**src/rtl/seven_segment_scanner.sv**
```systemverilog
// seven_segment_scanner
//   Time-multiplexed driver for NUM_DIGITS hex seven-segment digits that share
//   one segment bus. A shadow display word (nibbles + decimal points) is loaded
//   atomically on 'load'. A prescaler gives each digit a slot of exactly CLK_DIV
//   clock cycles. The active digit is decoded 0-F, with optional leading-zero
//   blanking and selectable output polarity. All outputs are registered.
//
// Ports
//   clk      in   rising-edge clock
//   rst      in   synchronous reset, active-high
//   enable   in   1: scan and drive, 0: all digits off and scan frozen
//   load     in   capture data_in/dp_in into the shadow registers this edge
//   data_in  in   nibble k = hex value of digit k (digit 0 = rightmost)
//   dp_in    in   bit k = decimal point of digit k
//   seg      out  segments {g,f,e,d,c,b,a}
//   dp       out  decimal point of the active digit
//   an       out  digit select, one-hot (one-cold if ACTIVE_LOW) when on
//   slot     out  index of the digit currently driven
module seven_segment_scanner #(
  parameter int NUM_DIGITS = 4,
  parameter int CLK_DIV    = 50000,
  parameter int ACTIVE_LOW = 0,
  parameter int LZ_BLANK   = 1,
  localparam int SLOT_W    = $clog2(NUM_DIGITS),
  localparam int CNT_W     = $clog2(CLK_DIV)
) (
  input  logic                    clk,
  input  logic                    rst,
  input  logic                    enable,
  input  logic                    load,
  input  logic [4*NUM_DIGITS-1:0] data_in,
  input  logic [NUM_DIGITS-1:0]   dp_in,
  output logic [6:0]              seg,
  output logic                    dp,
  output logic [NUM_DIGITS-1:0]   an,
  output logic [SLOT_W-1:0]       slot
);

  // Level that turns a segment / digit off, applied to every output bit.
  localparam logic INV = (ACTIVE_LOW != 0);

  // Scan state and shadow display word
  logic [CNT_W-1:0]        cnt_q, cnt_d;
  logic [SLOT_W-1:0]       idx_q, idx_d;
  logic [4*NUM_DIGITS-1:0] data_sh_q, data_sh_d;
  logic [NUM_DIGITS-1:0]   dp_sh_q, dp_sh_d;

  // Registered outputs
  logic [6:0]              seg_q, seg_d;
  logic                    dp_q, dp_d;
  logic [NUM_DIGITS-1:0]   an_q, an_d;
  logic [SLOT_W-1:0]       slot_q, slot_d;

  // Active-high segment pattern for a hex nibble.
  function automatic logic [6:0] hex_decode(input logic [3:0] v);
    logic [6:0] s;
    case (v)
      4'h0:    s = 7'b0111111;
      4'h1:    s = 7'b0000110;
      4'h2:    s = 7'b1011011;
      4'h3:    s = 7'b1001111;
      4'h4:    s = 7'b1100110;
      4'h5:    s = 7'b1101101;
      4'h6:    s = 7'b1111101;
      4'h7:    s = 7'b0000111;
      4'h8:    s = 7'b1111111;
      4'h9:    s = 7'b1101111;
      4'hA:    s = 7'b1110111;
      4'hB:    s = 7'b1111100;
      4'hC:    s = 7'b0111001;
      4'hD:    s = 7'b1011110;
      4'hE:    s = 7'b1111001;
      default: s = 7'b1110001;
    endcase
    return s;
  endfunction

  // Prescaler and digit index; both freeze while enable is low so a
  // re-enable resumes the same digit with its remaining slot time.
  always_comb begin
    cnt_d = cnt_q;
    idx_d = idx_q;
    if (enable) begin
      if (cnt_q == CNT_W'(CLK_DIV - 1)) begin
        cnt_d = '0;
        idx_d = (idx_q == SLOT_W'(NUM_DIGITS - 1)) ? '0 : idx_q + SLOT_W'(1);
      end else begin
        cnt_d = cnt_q + CNT_W'(1);
      end
    end
  end

  // Whole word captured in one edge so a digit never shows half-old data.
  always_comb begin
    data_sh_d = load ? data_in : data_sh_q;
    dp_sh_d   = load ? dp_in   : dp_sh_q;
  end

  // blank[k]: digit k and every digit above it have zero value and no dp.
  // Built from the top digit downwards as a running "all zero so far" flag.
  logic [NUM_DIGITS-1:0] blank;
  logic                  zero_run;
  always_comb begin
    blank    = '0;
    zero_run = 1'b1;
    for (int k = NUM_DIGITS - 1; k >= 0; k--) begin
      zero_run = zero_run && (data_sh_q[4*k +: 4] == 4'h0) && !dp_sh_q[k];
      blank[k] = (LZ_BLANK != 0) && (k != 0) && zero_run;
    end
  end

  // Output next-state: decoded from the current index and shadow word.
  logic [3:0] nib;
  logic       blank_sel;
  always_comb begin
    nib       = data_sh_q[{idx_q, 2'b00} +: 4];
    blank_sel = blank[idx_q];
    seg_d     = '0;
    dp_d      = 1'b0;
    an_d      = '0;
    slot_d    = idx_q;
    if (enable) begin
      // A blanked digit keeps its anode on; only the segments go dark.
      seg_d = blank_sel ? 7'b0000000 : hex_decode(nib);
      dp_d  = !blank_sel && dp_sh_q[idx_q];
      an_d  = {{(NUM_DIGITS-1){1'b0}}, 1'b1} << idx_q;
    end
    seg_d = seg_d ^ {7{INV}};
    dp_d  = dp_d ^ INV;
    an_d  = an_d ^ {NUM_DIGITS{INV}};
  end

  always_ff @(posedge clk) begin
    if (rst) begin
      cnt_q     <= '0;
      idx_q     <= '0;
      data_sh_q <= '0;
      dp_sh_q   <= '0;
      seg_q     <= {7{INV}};
      dp_q      <= INV;
      an_q      <= {NUM_DIGITS{INV}};
      slot_q    <= '0;
    end else begin
      cnt_q     <= cnt_d;
      idx_q     <= idx_d;
      data_sh_q <= data_sh_d;
      dp_sh_q   <= dp_sh_d;
      seg_q     <= seg_d;
      dp_q      <= dp_d;
      an_q      <= an_d;
      slot_q    <= slot_d;
    end
  end

  assign seg  = seg_q;
  assign dp   = dp_q;
  assign an   = an_q;
  assign slot = slot_q;

endmodule

```
**config.mk**
```make
export PLATFORM = sky130hd
export DESIGN_NAME = seven_segment_scanner
export DESIGN_NICKNAME = d
export VERILOG_FILES = /design/src/rtl/seven_segment_scanner.sv
export SDC_FILE = /design/constraint.sdc
export NUM_CORES = 1
export LEC_CHECK = 0
export BUFFER_PORTS_ARGS = -buffer_cell sky130_fd_sc_hd__buf_2
export CORE_MARGIN = 3
export CORE_UTILIZATION = 40
export DETAILED_ROUTE_END_ITERATION = 8
export GPL_TIMING_DRIVEN = 0
export PLACE_DENSITY = 0.68
export SLEW_MARGIN = 15
export SYNTH_ARGS = -nofsm -noshare
export SYNTH_HDL_FRONTEND = slang
export SYNTH_SLANG_ARGS = --single-unit
```
**constraint.sdc**
```tcl
create_clock -name clk -period 2.8 [get_ports clk]
set_clock_uncertainty 0.05 [all_clocks]
set_input_delay 0.56 -clock clk [delete_from_list [all_inputs] [get_ports clk]]
set_output_delay 0.56 -clock clk [all_outputs]
set_load 0.01 [all_outputs]
```
# Word level (Yosys, flattened, before mapping)
# Memory sizes are Yosys's and may differ from the RTL's. A register that Yosys moved wholly into a read port is not among the register bits.
# Index checks and enable logic that the tools add are counted.
[totals]
regBits = 45
latchBits = 0
ram_bits = 0
output_inout_bits = 14
mem_count = 1
romBits = 112
[classes]
n_lt_le_gt_ge = 1
reduce_logical = 16
addsub = 2
n_eq_ne = 2
div = 0
mux = 6
n_mul = 0
n_bitwise = 1
n_shift = 2
[memory_table]
columns = ["memory", "depth", "word_bits", "read_ports", "rd_clocked_by_memory_dff", "wr", "line_no", "source"]
rows = [
  ["(no name shown)", 16, 7, 1, 1, 0, "57", "case (v)"],
]
[ops]
columns = ["cell", "n"]
rows = [
  ["16-bit by 1-bit adder with 16-bit output (second input constant)", 1],
  ["16-bit == test (second input constant)", 1],
  ["16-bit two-way mux", 1],
  ["16-bit by 5-bit indexed part select with 4-bit output", 1],
  ["4-bit logical NOT", 3],
  ["1-bit logical AND", 6],
  ["1-bit binary-select mux with 2-bit select", 2],
  ["1-bit logical NOT", 4],
  ["1-bit by 2-bit << shifter with 4-bit output (first input constant)", 1],
  ["2-bit by 3-bit less-than comparator with 1-bit output (second input constant)", 1],
  ["3-bit OR reduction", 1],
  ["2-bit by 1-bit adder with 2-bit output (second input constant)", 1],
  ["2-bit == test (second input constant)", 1],
  ["1-bit two-way mux", 2],
  ["2-bit two-way mux", 1],
  ["2-bit AND reduction", 1],
  ["2-bit OR reduction", 1],
  ["1-bit NOT", 1],
]

# Logic depth before layout (Yosys ltp)
# Gate-level depths: netlist (run 1).
[logic_depth]
word_depth = 10
mapped_depth = 8

# Worst setup path after synthesis (run 1)
# No wires, ideal clock.
[synth_path]
kind = "register to register"
from = "register idx_q[0]"
to = "register seg_q[3], in the netlist seg[3]"
synth_period_minus_slack_ns = 2.022
setup_time_ns = 0.063
t_arrival_ns = 1.909
setup_slack_ns = 0.778
stages_incl_launch_ff = 8
path_cell_list = "dfxtp_1 -> buf_6 -> mux4_1 -> inv_1 -> ha_1 -> inv_1 -> mux4_2 -> nor2_2"
[synth_between]
elab_chain_cells = 3
word_cells_on_any_way = 4
classes_between = "1 x shift; 2 x mux; 1 x reduce/logical"
[synth_rtl]
columns = ["item", "line_no", "source"]
rows = [
  ["start, declared", "44", "logic [SLOT_W-1:0] idx_q, idx_d;"],
  ["start signal, assigned", "145", "idx_q <= idx_d;"],
  ["branches (longest 3 deep; another with 16-bit by 5-bit indexed part select with 4-bit output)", "-", ""],
  ["end, declared", "49", "logic [6:0] seg_q, seg_d;"],
]
# Several ways; the timed one is not identified. The select of a mux whose other input is x is not followed.
# A chain may end at the register's enable or synchronous reset.

# Final worst setup path (run 1)
[layout_path]
from = "register idx_q[1]"
to = "register seg_q[3], in the netlist seg[3]"
# The elaborated chain is that of the path after synthesis.

==> results of run 1 <==
[Yosys cell counts (2+ instances only)]
master    instances
inv_1             7
clkbuf_1          8
nor4_1            5
nor2b_1           4
xor2_1            9
nand3_1           6
xnor2_1           6
a221oi_1          3
nor2_1           49
mux4_2            3
nand2_1          10
mux4_1            3
nor3_1            5
mux2i_1          22
a21oi_1           4
dfxtp_1          52
and3_1            3
nand2b_1          4
nand4_1           2
ha_1              9
or4_1             2
buf_2             3
o21ai_0           3
[through the flow]
stage                     util [%]  instances  cell area, um^2  hold WS [ps]
after floorplan                  -        234             2300           402
after global placement        47.9        338             2560           431
after detailed placement      47.9        338             2560           444
after CTS                     49.7        346             2650           427
after global routing          49.7        346             2650           435
final                         49.7        346             2650           434
[power breakdown]
part	switching [uW]	internal [uW]	leakage [uW]	total, uW
Combinational	77.6	69.2	0.000675	147
Clock	242	200	0.0000434	443
Sequential	18.3	771	0.000426	790
Total	338	1040	0.00114	1380
[flip-flops by register name, summed over array words and instances (netlist names)]
signal,flops
cnt_q,16
dp_sh_q,4
slot,2
idx_q,2
data_sh_q,16
seg,7
an,4
dp,1
[how the worst max path moves through the flow]
stage | start | to | slack [ps] | depth (start not counted)
floorplan | idx_q[0]$_SDFFE_PP0P_ | seg[3]$_SDFF_PP0_ | 780 | 7
global placement | enable | cnt_q[11]$_SDFFE_PP0P_ | 590 | 8
detailed placement | idx_q[1]$_SDFFE_PP0P_ | seg[3]$_SDFF_PP0_ | 560 | 7
CTS | idx_q[1]$_SDFFE_PP0P_ | seg[3]$_SDFF_PP0_ | 540 | 7
global route | idx_q[1]$_SDFFE_PP0P_ | seg[3]$_SDFF_PP0_ | 400 | 7
finish | idx_q[1]$_SDFFE_PP0P_ | seg[3]$_SDFF_PP0_ | 550 | 7
[cell type report]
| cell class | instances | area [um^2] | area share (%) |
|---|---|---|---|
| multi-input cells | 163 | 1170 | 44.3 |
| flip-flops and latches | 52 | 1040 | 39.2 |
| repair buffers | 34 | 170 | 6.41 |
| well taps | 70 | 87.6 | 3.30 |
| clock buffers | 6 | 82.6 | 3.11 |
| plain buffers | 12 | 56.3 | 2.12 |
| inverters | 7 | 26.3 | 0.990 |
| clock inverters | 2 | 15.0 | 0.566 |
[layer usage]
layer	global-route usage, %	share of wire [%]
met2	20.3	43
met3	3.84	5.5
met4	5.81	1.6
met5	0	0
met1	19.4	50
[cell families after synthesis]
family	after synthesis	synth area share, %
simple gates	98	20.6
flops	52	45.3
mux	28	15.9
buf+inv	19	3.59
xor+xnor	15	5.72
compound gates	13	3.97
fa+ha+maj	9	4.90
[worst register-to-register path: stages (launching register included)]
cell	delay (ps)
dfxtp_1	390
clkbuf_1	370
mux4_1	470
inv_1	180
ha_1	160
inv_1	50
mux4_2	460
nor2_2	80
==> flow_metrics.py, run 1 <==
metrics = {
    "status": {
        "status": "complete, no violations",
    },
    "sta": {
        "finalHoldViolations": 0,
        "setup_viol": 0,
        "rsz0062_at_grt": "no",
        "tightest_slew_ps": 732,
        "slew_viol_final": 0,
        "post-route-min-period_ps": 2250,
        "setup_tns_ps": 0,
        "fin_ws_ps": 547,
        "fin_crit_sh_pct": 80.5,
        "maxSlewHeadroom_pct": 51.2,
        "fmax_mhz": 444,
    },
    "power": {
        "ir_drop_v": 0.000257,
        "total_leakage_power_uw": 0.00114,
        "total_power_uw": 1380,
        "powerDensity_nw_per_um2": 520,
    },
    "worst_hold_path": {
        "worstHoldStart": "data_in[2]",
        "min_to": "data_sh_q[2]$_SDFFE_PP0P_",
        "hold_class": "in2reg",
        "hold_depth": 3,
    },
    "layout": {
        "n_fill_cell": 524,
        "antenna_cells": 0,
        "drive_gt1_share_pct": 19.6,
        "layout_common_cells": "52 x dfxtp_1, 49 x nor2_1, 37 x buf_2",
        "final_common_cell": "dfxtp_1",
        "synthToLayoutAreaGrowth_pct": 15.5,
        "fin_nets": 308,
    },
    "clock_network": {
        "cts_resized": 0,
        "cts_setup_buffers": 0,
        "clockBufferDepth": 2,
        "cts_sinks": 52,
        "worstSkewPairLatency_ps": 300,
        "htree_levels": 2,
        "cts_buffers": 5,
        "cts_hold_buf": 0,
        "cts_tree": "done",
        "root_buffer": "clkbuf_8",
        "path_clk_slew_ps": 90,
    },
    "detailed_routing": {
        "drt_iter0_markers": 75,
        "routedWlPerCell_um": 12.3,
        "first_pass_iters": 4,
        "wirelength_um": 4250,
        "via_per_inst": 4.88,
        "drc": 0,
        "vias": 1688,
        "ant_nets": 0,
    },
    "flow_run": {
        "cap_violations": 0,
    },
    "setup_path": {
        "cp_cell_sequence": "clkbuf_1 > mux4_1 > inv_1 > ha_1 > inv_1 > mux4_2 > nor2_2",
        "crit_slowest_cell": "mux4_1",
        "end_kind": "register",
        "crit_type": "reg2reg",
        "critPathMaxStageDelay_ps": 470,
        "r2r_cells": 7,
        "path_buf_inv": 3,
        "r2r_end": "seg[3]$_SDFF_PP0_",
        "worst_ep_arrival_time_ps": 2450,
        "cp_max_fo": 10,
        "critical_path.startpoint_type": "register",
        "path_delay_family": "multiplexers",
        "r2r_start": "idx_q[1]$_SDFFE_PP0P_",
        "rrSetupSlack_ps": 550,
        "crit_top_cell": "inv_1",
        "worstPathRequired_ps": 3000,
    },
    "global_route": {
        "grt_pass1_vias": 1550,
        "grt.total_usage_pct": 14.0,
        "overflow": 0,
        "grt_max_degree": 17,
        "antenna_found_initial": 0,
        "grt_pass1_wl_um": 7160,
    },
    "placed_design": {
        "preCtsSetupSlack_ps": 561,
        "gp_congestion": 0.856,
        "dpl.hpwl_um": 3210,
        "port_buffers": 34,
    },
    "synth": {
        "ys_seq_elements": 52,
        "synth_cell_types": 35,
        "seq_area_frac_synth_pct": 45.3,
        "netlist_top_cells_area": "dfxtp_1 45%, mux2i_1 9.6%, nor2_1 8.0%",
        "synth_edf_count": 0,
        "synth_top_area_share_pct": 45.3,
        "synth_ff_type": "dfxtp_1",
        "yosysTopAreaCell": "dfxtp_1",
        "async_flop_share_pct": 0,
        "syn_area_um2": 2300,
        "avgSynthCellArea_um2": 9.82,
        "synthesis.nets": 267,
        "yosys_warnings": 0,
        "syn_inst": 234,
    },
    "die": {
        "initial_utilization_pct": 43.1,
        "core-area_um2": 5340,
        "rows": 26,
        "die_y_um": 81.8,
        "die_area_um2": 6690,
        "dieWidth_um": 81.8,
        "io_pins": 38,
    },
}
Note: power is estimated with default switching activity, not from simulation.
==> run 2: changes to the inputs <==
--- a/config.mk
+++ b/config.mk
@@ -10,7 +10,7 @@
 export CORE_UTILIZATION = 40
 export DETAILED_ROUTE_END_ITERATION = 8
 export GPL_TIMING_DRIVEN = 0
-export PLACE_DENSITY = 0.68
+export PLACE_DENSITY = 0.7
 export SLEW_MARGIN = 15
 export SYNTH_ARGS = -nofsm -noshare
 export SYNTH_HDL_FRONTEND = slang
==> constraint.sdc (replaced) <==
create_clock -name clk -period 1.9 [get_ports clk]
set_clock_uncertainty 0.05 [all_clocks]
set_input_delay 0.38 -clock clk [delete_from_list [all_inputs] [get_ports clk]]
set_output_delay 0.38 -clock clk [all_outputs]
set_load 0.01 [all_outputs]
==> flow_metrics.py, run 2 (same netlist as run 1, synthesis figures left out) <==
metrics = {
    "detailed_routing": {
        "drc": 0,
        "vias": 1732,
        "drt_iter0_markers": 85,
        "via_per_inst": 4.93,
        "routedWlPerCell_um": 12.6,
        "wirelength_um": 4440,
        "first_pass_iters": 4,
        "ant_nets": 0,
    },
    "clock_network": {
        "clockBufferDepth": 2,
        "root_buffer": "clkbuf_8",
        "cts_sinks": 52,
        "cts_buffers": 5,
        "htree_levels": 2,
        "cts_tree": "done",
        "worstSkewPairLatency_ps": 300,
        "path_clk_slew_ps": 90,
    },
    "power": {
        "p_int_uw": 1550,
        "ir_drop_v": 0.000302,
        "switchingPower_uw": 489,
        "pwr-share-comb_pct": 11.3,
        "switching_share_pct": 24.0,
        "powerDensity_nw_per_um2": 752,
        "p_clk_share_pct": 31.5,
        "p_seq_share_pct": 57.2,
        "total_power_uw": 2040,
        "total_leakage_power_uw": 0.00116,
    },
    "setup_path": {
        "worstPathRequired_ps": 2100,
        "crit_type": "reg2reg",
        "end_kind": "register",
        "cp_max_fo": 5,
        "worst_ep_arrival_time_ps": 2140,
        "critical_path.startpoint_type": "register",
    },
    "global_route": {
        "grt_pass1_wl_um": 7270,
        "overflow": 0,
        "antenna_found_initial": 0,
        "grt_max_degree": 15,
        "grt.total_usage_pct": 14.0,
        "grt_pass1_vias": 1583,
    },
    "status": {
        "violations": "negative setup slack",
        "status": "finished, violations left",
    },
    "die": {
        "dieWidth_um": 81.8,
        "die_area_um2": 6690,
        "rows": 26,
        "core-area_um2": 5340,
        "die_y_um": 81.8,
        "initial_utilization_pct": 43.1,
        "io_pins": 38,
    },
    "sta": {
        "slew_viol_final": 0,
        "maxSlewHeadroom_pct": 50.5,
        "rsz0062_at_grt": "yes",
        "setup_viol": 1,
        "finalHoldViolations": 0,
        "fmax_mhz": 515,
        "tightest_slew_ps": 743,
        "fin_ws_ps": -40.9,
        "post-route-min-period_ps": 1940,
        "fin_crit_sh_pct": 102,
    },
    "layout": {
        "drive_gt1_share_pct": 24.9,
        "synthToLayoutAreaGrowth_pct": 17.9,
        "fin_nets": 313,
        "layout_common_cells": "49 x nor2_1, 49 x dfxtp_1, 36 x buf_2",
        "antenna_cells": 0,
    },
    "placed_design": {
        "dpl.hpwl_um": 3270,
        "preCtsSetupSlack_ps": -151,
        "gp_congestion": 0.837,
        "port_buffers": 34,
    },
    "worst_hold_path": {
        "hold_class": "in2reg",
    },
    "flow_run": {
        "cap_violations": 0,
    },
}
## run 2: area by class of cell
class / instances / area [um^2]
inverters: 7 / 26.3
well taps: 70 / 87.6
repair buffers: 40 / 215
flip-flops and latches: 52 / 1040
clock buffers: 8 / 90.1
fillers: 501 / 2630
multi-input cells: 163 / 1190
plain buffers: 11 / 58.8
## run 2: per-stage QoR
| stage | utilization [%] | setup TNS (ps) | hold WS (ps) | cells | area (um^2) |
|---|---|---|---|---|---|
| after global placement | 47.9 | -1530 | 418 | 338 | 2550 |
| final | 50.8 | -40.9 | 260 | 351 | 2710 |
| after floorplan | - | 0 | 402 | 234 | 2300 |
| after CTS | 50.3 | -41.6 | 254 | 350 | 2690 |
| after global routing | 50.8 | -398 | 255 | 351 | 2710 |
| after detailed placement | 47.9 | -1500 | 431 | 338 | 2550 |
## run 2: repair_timing
item                       in CTS  in global routing
setup endpoints to repair      12                 19
hold buffers                    0                  0
setup buffers                   5                  1
gates resized for setup         3                  6
## run 2: power by group through the flow
stage | Combinational [uW] | Clock, uW | Sequential, uW
6_report | 230 | 642 | 1160
5_1_grt | 259 | 697 | 1170
4_1_cts | 227 | 661 | 1160
3_5_place_dp | 218 | 0 | 1190
3_3_place_gp | 214 | 0 | 1190
2_1_floorplan | 142 | 0 | 1190
## run 2: layer usage
metal	vias to the layer above	routed length (um)	GRT usage [%]
li1	889	-	-
met1	795	2070	17.7
met2	42	2090	22.7
met3	6	213	3.95
met4	0	71	5.32
met5	-	0	0
## run 2: final timing paths
kind | from | endpoint | slack (ps) | depth (start not counted)
hold / removal | data_in[4] | data_sh_q[4]$_SDFFE_PP0P_ | 260 | 3
setup / recovery | idx_q[0]$_SDFFE_PP0P_ | seg[3]$_SDFF_PP0_ | -40 | 5
hold reg to reg | data_sh_q[2]$_SDFFE_PP0P_ | data_sh_q[2]$_SDFFE_PP0P_ | 450 | 2
setup reg to reg | idx_q[0]$_SDFFE_PP0P_ | seg[3]$_SDFF_PP0_ | -40 | 5
## run 2: critical path: stages, from the launching register on
cell and delay (ps):
dfxtp_2 340, buf_6 120, mux4_2 570, ha_2 250
mux4_2 480, nor2_2 80
==> run 3: changes to the inputs <==
--- a/config.mk
+++ b/config.mk
@@ -6,11 +6,14 @@
 export NUM_CORES = 1
 export LEC_CHECK = 0
 export BUFFER_PORTS_ARGS = -buffer_cell sky130_fd_sc_hd__buf_2
+export CELL_PAD_IN_SITES_DETAIL_PLACEMENT = 1
+export CELL_PAD_IN_SITES_GLOBAL_PLACEMENT = 1
 export CORE_MARGIN = 3
-export CORE_UTILIZATION = 40
+export CORE_UTILIZATION = 38
 export DETAILED_ROUTE_END_ITERATION = 8
+export GPL_ROUTABILITY_DRIVEN = 0
 export GPL_TIMING_DRIVEN = 0
-export PLACE_DENSITY = 0.7
+export PLACE_DENSITY = 0.82
 export SLEW_MARGIN = 15
 export SYNTH_ARGS = -nofsm -noshare
 export SYNTH_HDL_FRONTEND = slang
==> flow_metrics.py, run 3 (same netlist as run 1, synthesis figures left out) <==
metrics = {
    "global_route": {
        "antenna_found_initial": 0,
        "grt_max_degree": 16,
        "use_met3_pct": 3.95,
        "grt.total_usage_pct": 17.4,
        "grt_util_met1_pct": 21.0,
        "grtUsageMet2_pct": 30.3,
        "grt_pass1_vias": 2042,
        "busiest_layer": "met2",
        "grt_pass1_wl_um": 9940,
        "overflow": 0,
    },
    "clock_network": {
        "worstSkewPairLatency_ps": 310,
        "cts_hold_buf": 0,
        "clockBufferDepth": 2,
        "cts_sinks": 52,
        "htree_levels": 2,
        "cts_buffers": 5,
        "cts_tree": "done",
        "root_buffer": "clkbuf_8",
        "path_clk_slew_ps": 90,
    },
    "setup_path": {
        "worst_ep_arrival_time_ps": 2150,
        "crit_type": "reg2reg",
        "critical_path.startpoint_type": "register",
        "end_kind": "register",
        "cp_max_fo": 5,
        "worstPathRequired_ps": 2100,
    },
    "sta": {
        "rsz0062_at_grt": "yes",
        "setup_viol": 2,
        "slew_viol_final": 0,
        "tightest_slew_ps": 759,
        "fin_crit_sh_pct": 103,
        "fmax_mhz": 512,
        "post-route-min-period_ps": 1950,
        "finalHoldViolations": 0,
        "fin_ws_ps": -53.1,
        "maxSlewHeadroom_pct": 49.4,
        "setup_tns_ps": -71.6,
    },
    "power": {
        "total_leakage_power_uw": 0.00120,
        "ir_drop_v": 0.000348,
        "powerDensity_nw_per_um2": 778,
    },
    "die": {
        "core-area_um2": 5680,
        "initial_utilization_pct": 40.5,
        "io_pins": 38,
        "rows": 27,
        "die_area_um2": 7020,
        "die_y_um": 83.8,
        "dieWidth_um": 83.8,
    },
    "worst_hold_path": {
        "hold_class": "in2reg",
    },
    "layout": {
        "drive_gt1_share_pct": 29.7,
        "n_fill_cell": 660,
        "synthToLayoutAreaGrowth_pct": 22.2,
        "stdcell_area_um2": 2810,
        "fin_nets": 318,
        "antenna_cells": 0,
        "layout_common_cells": "48 x nor2_1, 48 x dfxtp_1, 36 x buf_2",
    },
    "placed_design": {
        "place_area_um2": 2560,
        "dpl.hpwl_um": 4150,
        "port_buffers": 34,
    },
    "detailed_routing": {
        "ant_nets": 0,
        "first_pass_iters": 4,
        "wirelength_um": 6120,
        "vias": 1852,
        "routedWlPerCell_um": 17.1,
        "via_per_inst": 5.17,
        "drc": 0,
        "drt_iter0_markers": 98,
    },
    "status": {
        "violations": "negative setup slack",
        "status": "finished, violations left",
    },
    "flow_run": {
        "cap_violations": 0,
    },
}
run 3: changes by cell type in the layout (fill, tap and decap cells not counted), moves of 2 or more:
| cell | delta |
|---|---|
| clkbuf_1 | -2 |
| clkbuf_4 | -2 |
| nor4_2 | +2 |
| nor4_1 | -2 |
| buf_4 | +6 |
run 3: timing repair:
item / 4_1_cts / 5_1_grt
endpoints found under the setup margin: 23 / 20
cloned: 0 / 1
pin swaps: 1 / 5
buffers inserted: 7 / 4
gates resized for setup: 8 / 17
run 3: metrics by stage:
| step | util, % | total power [uW] | cells | hold slack [ps] | setup slack, ps |
|---|---|---|---|---|---|
| after global routing | 49.5 | 2290 | 358 | 255 | -178 |
| after global placement | 45.0 | 1400 | 340 | 419 | -192 |
| after floorplan | - | 1330 | 234 | 402 | 15.4 |
| after CTS | 48.3 | 2180 | 354 | 251 | -129 |
| after detailed placement | 45.0 | 1420 | 340 | 441 | -250 |
| final | 49.5 | 2190 | 358 | 249 | -53.1 |
run 3: final timing paths:
path | depth (start not counted) | slack [ps] | endpoint | from
setup / recovery | 6 | -50 | seg[3]$_SDFF_PP0_ | idx_q[0]$_SDFFE_PP0P_
hold / removal | 3 | 250 | data_sh_q[8]$_SDFFE_PP0P_ | data_in[8]
setup reg to reg | 6 | -50 | seg[3]$_SDFF_PP0_ | idx_q[0]$_SDFFE_PP0P_
hold reg to reg | 2 | 480 | cnt_q[13]$_SDFFE_PP0P_ | cnt_q[13]$_SDFFE_PP0P_
run 3: cell type report:
cell class	instances	area, um^2	share of cell area [%]
sequential	52	1050	37.3
tap	72	90.1	3.21
timing repair buffer	46	258	9.18
buffer	10	61.3	2.18
inverter	7	26.3	0.936
multi-input combinational	163	1220	43.3
clock buffer	6	72.6	2.58
clock inverter	2	35.0	1.25
run 3: layer usage:
metal	up-vias	part of all wire, %
met4	0	2.1
met1	895	43
met2	46	51
li1	900	-
met3	11	4.4
met5	-	0
run 3: power by group:
part	switching [uW]	internal [uW]	total [uW]	leakage (uW)
Clock	365	391	756	0.0000552
Combinational	141	122	263	0.000720
Sequential	30.9	1140	1170	0.000428
Total	536	1650	2190	0.00120
run 3: critical path, stage by stage, from the launching register on:
cell	delay (ps)
dfxtp_4	390
mux4_2	580
inv_2	110
ha_1	130
inv_1	50
mux4_2	470
nor2_2	100
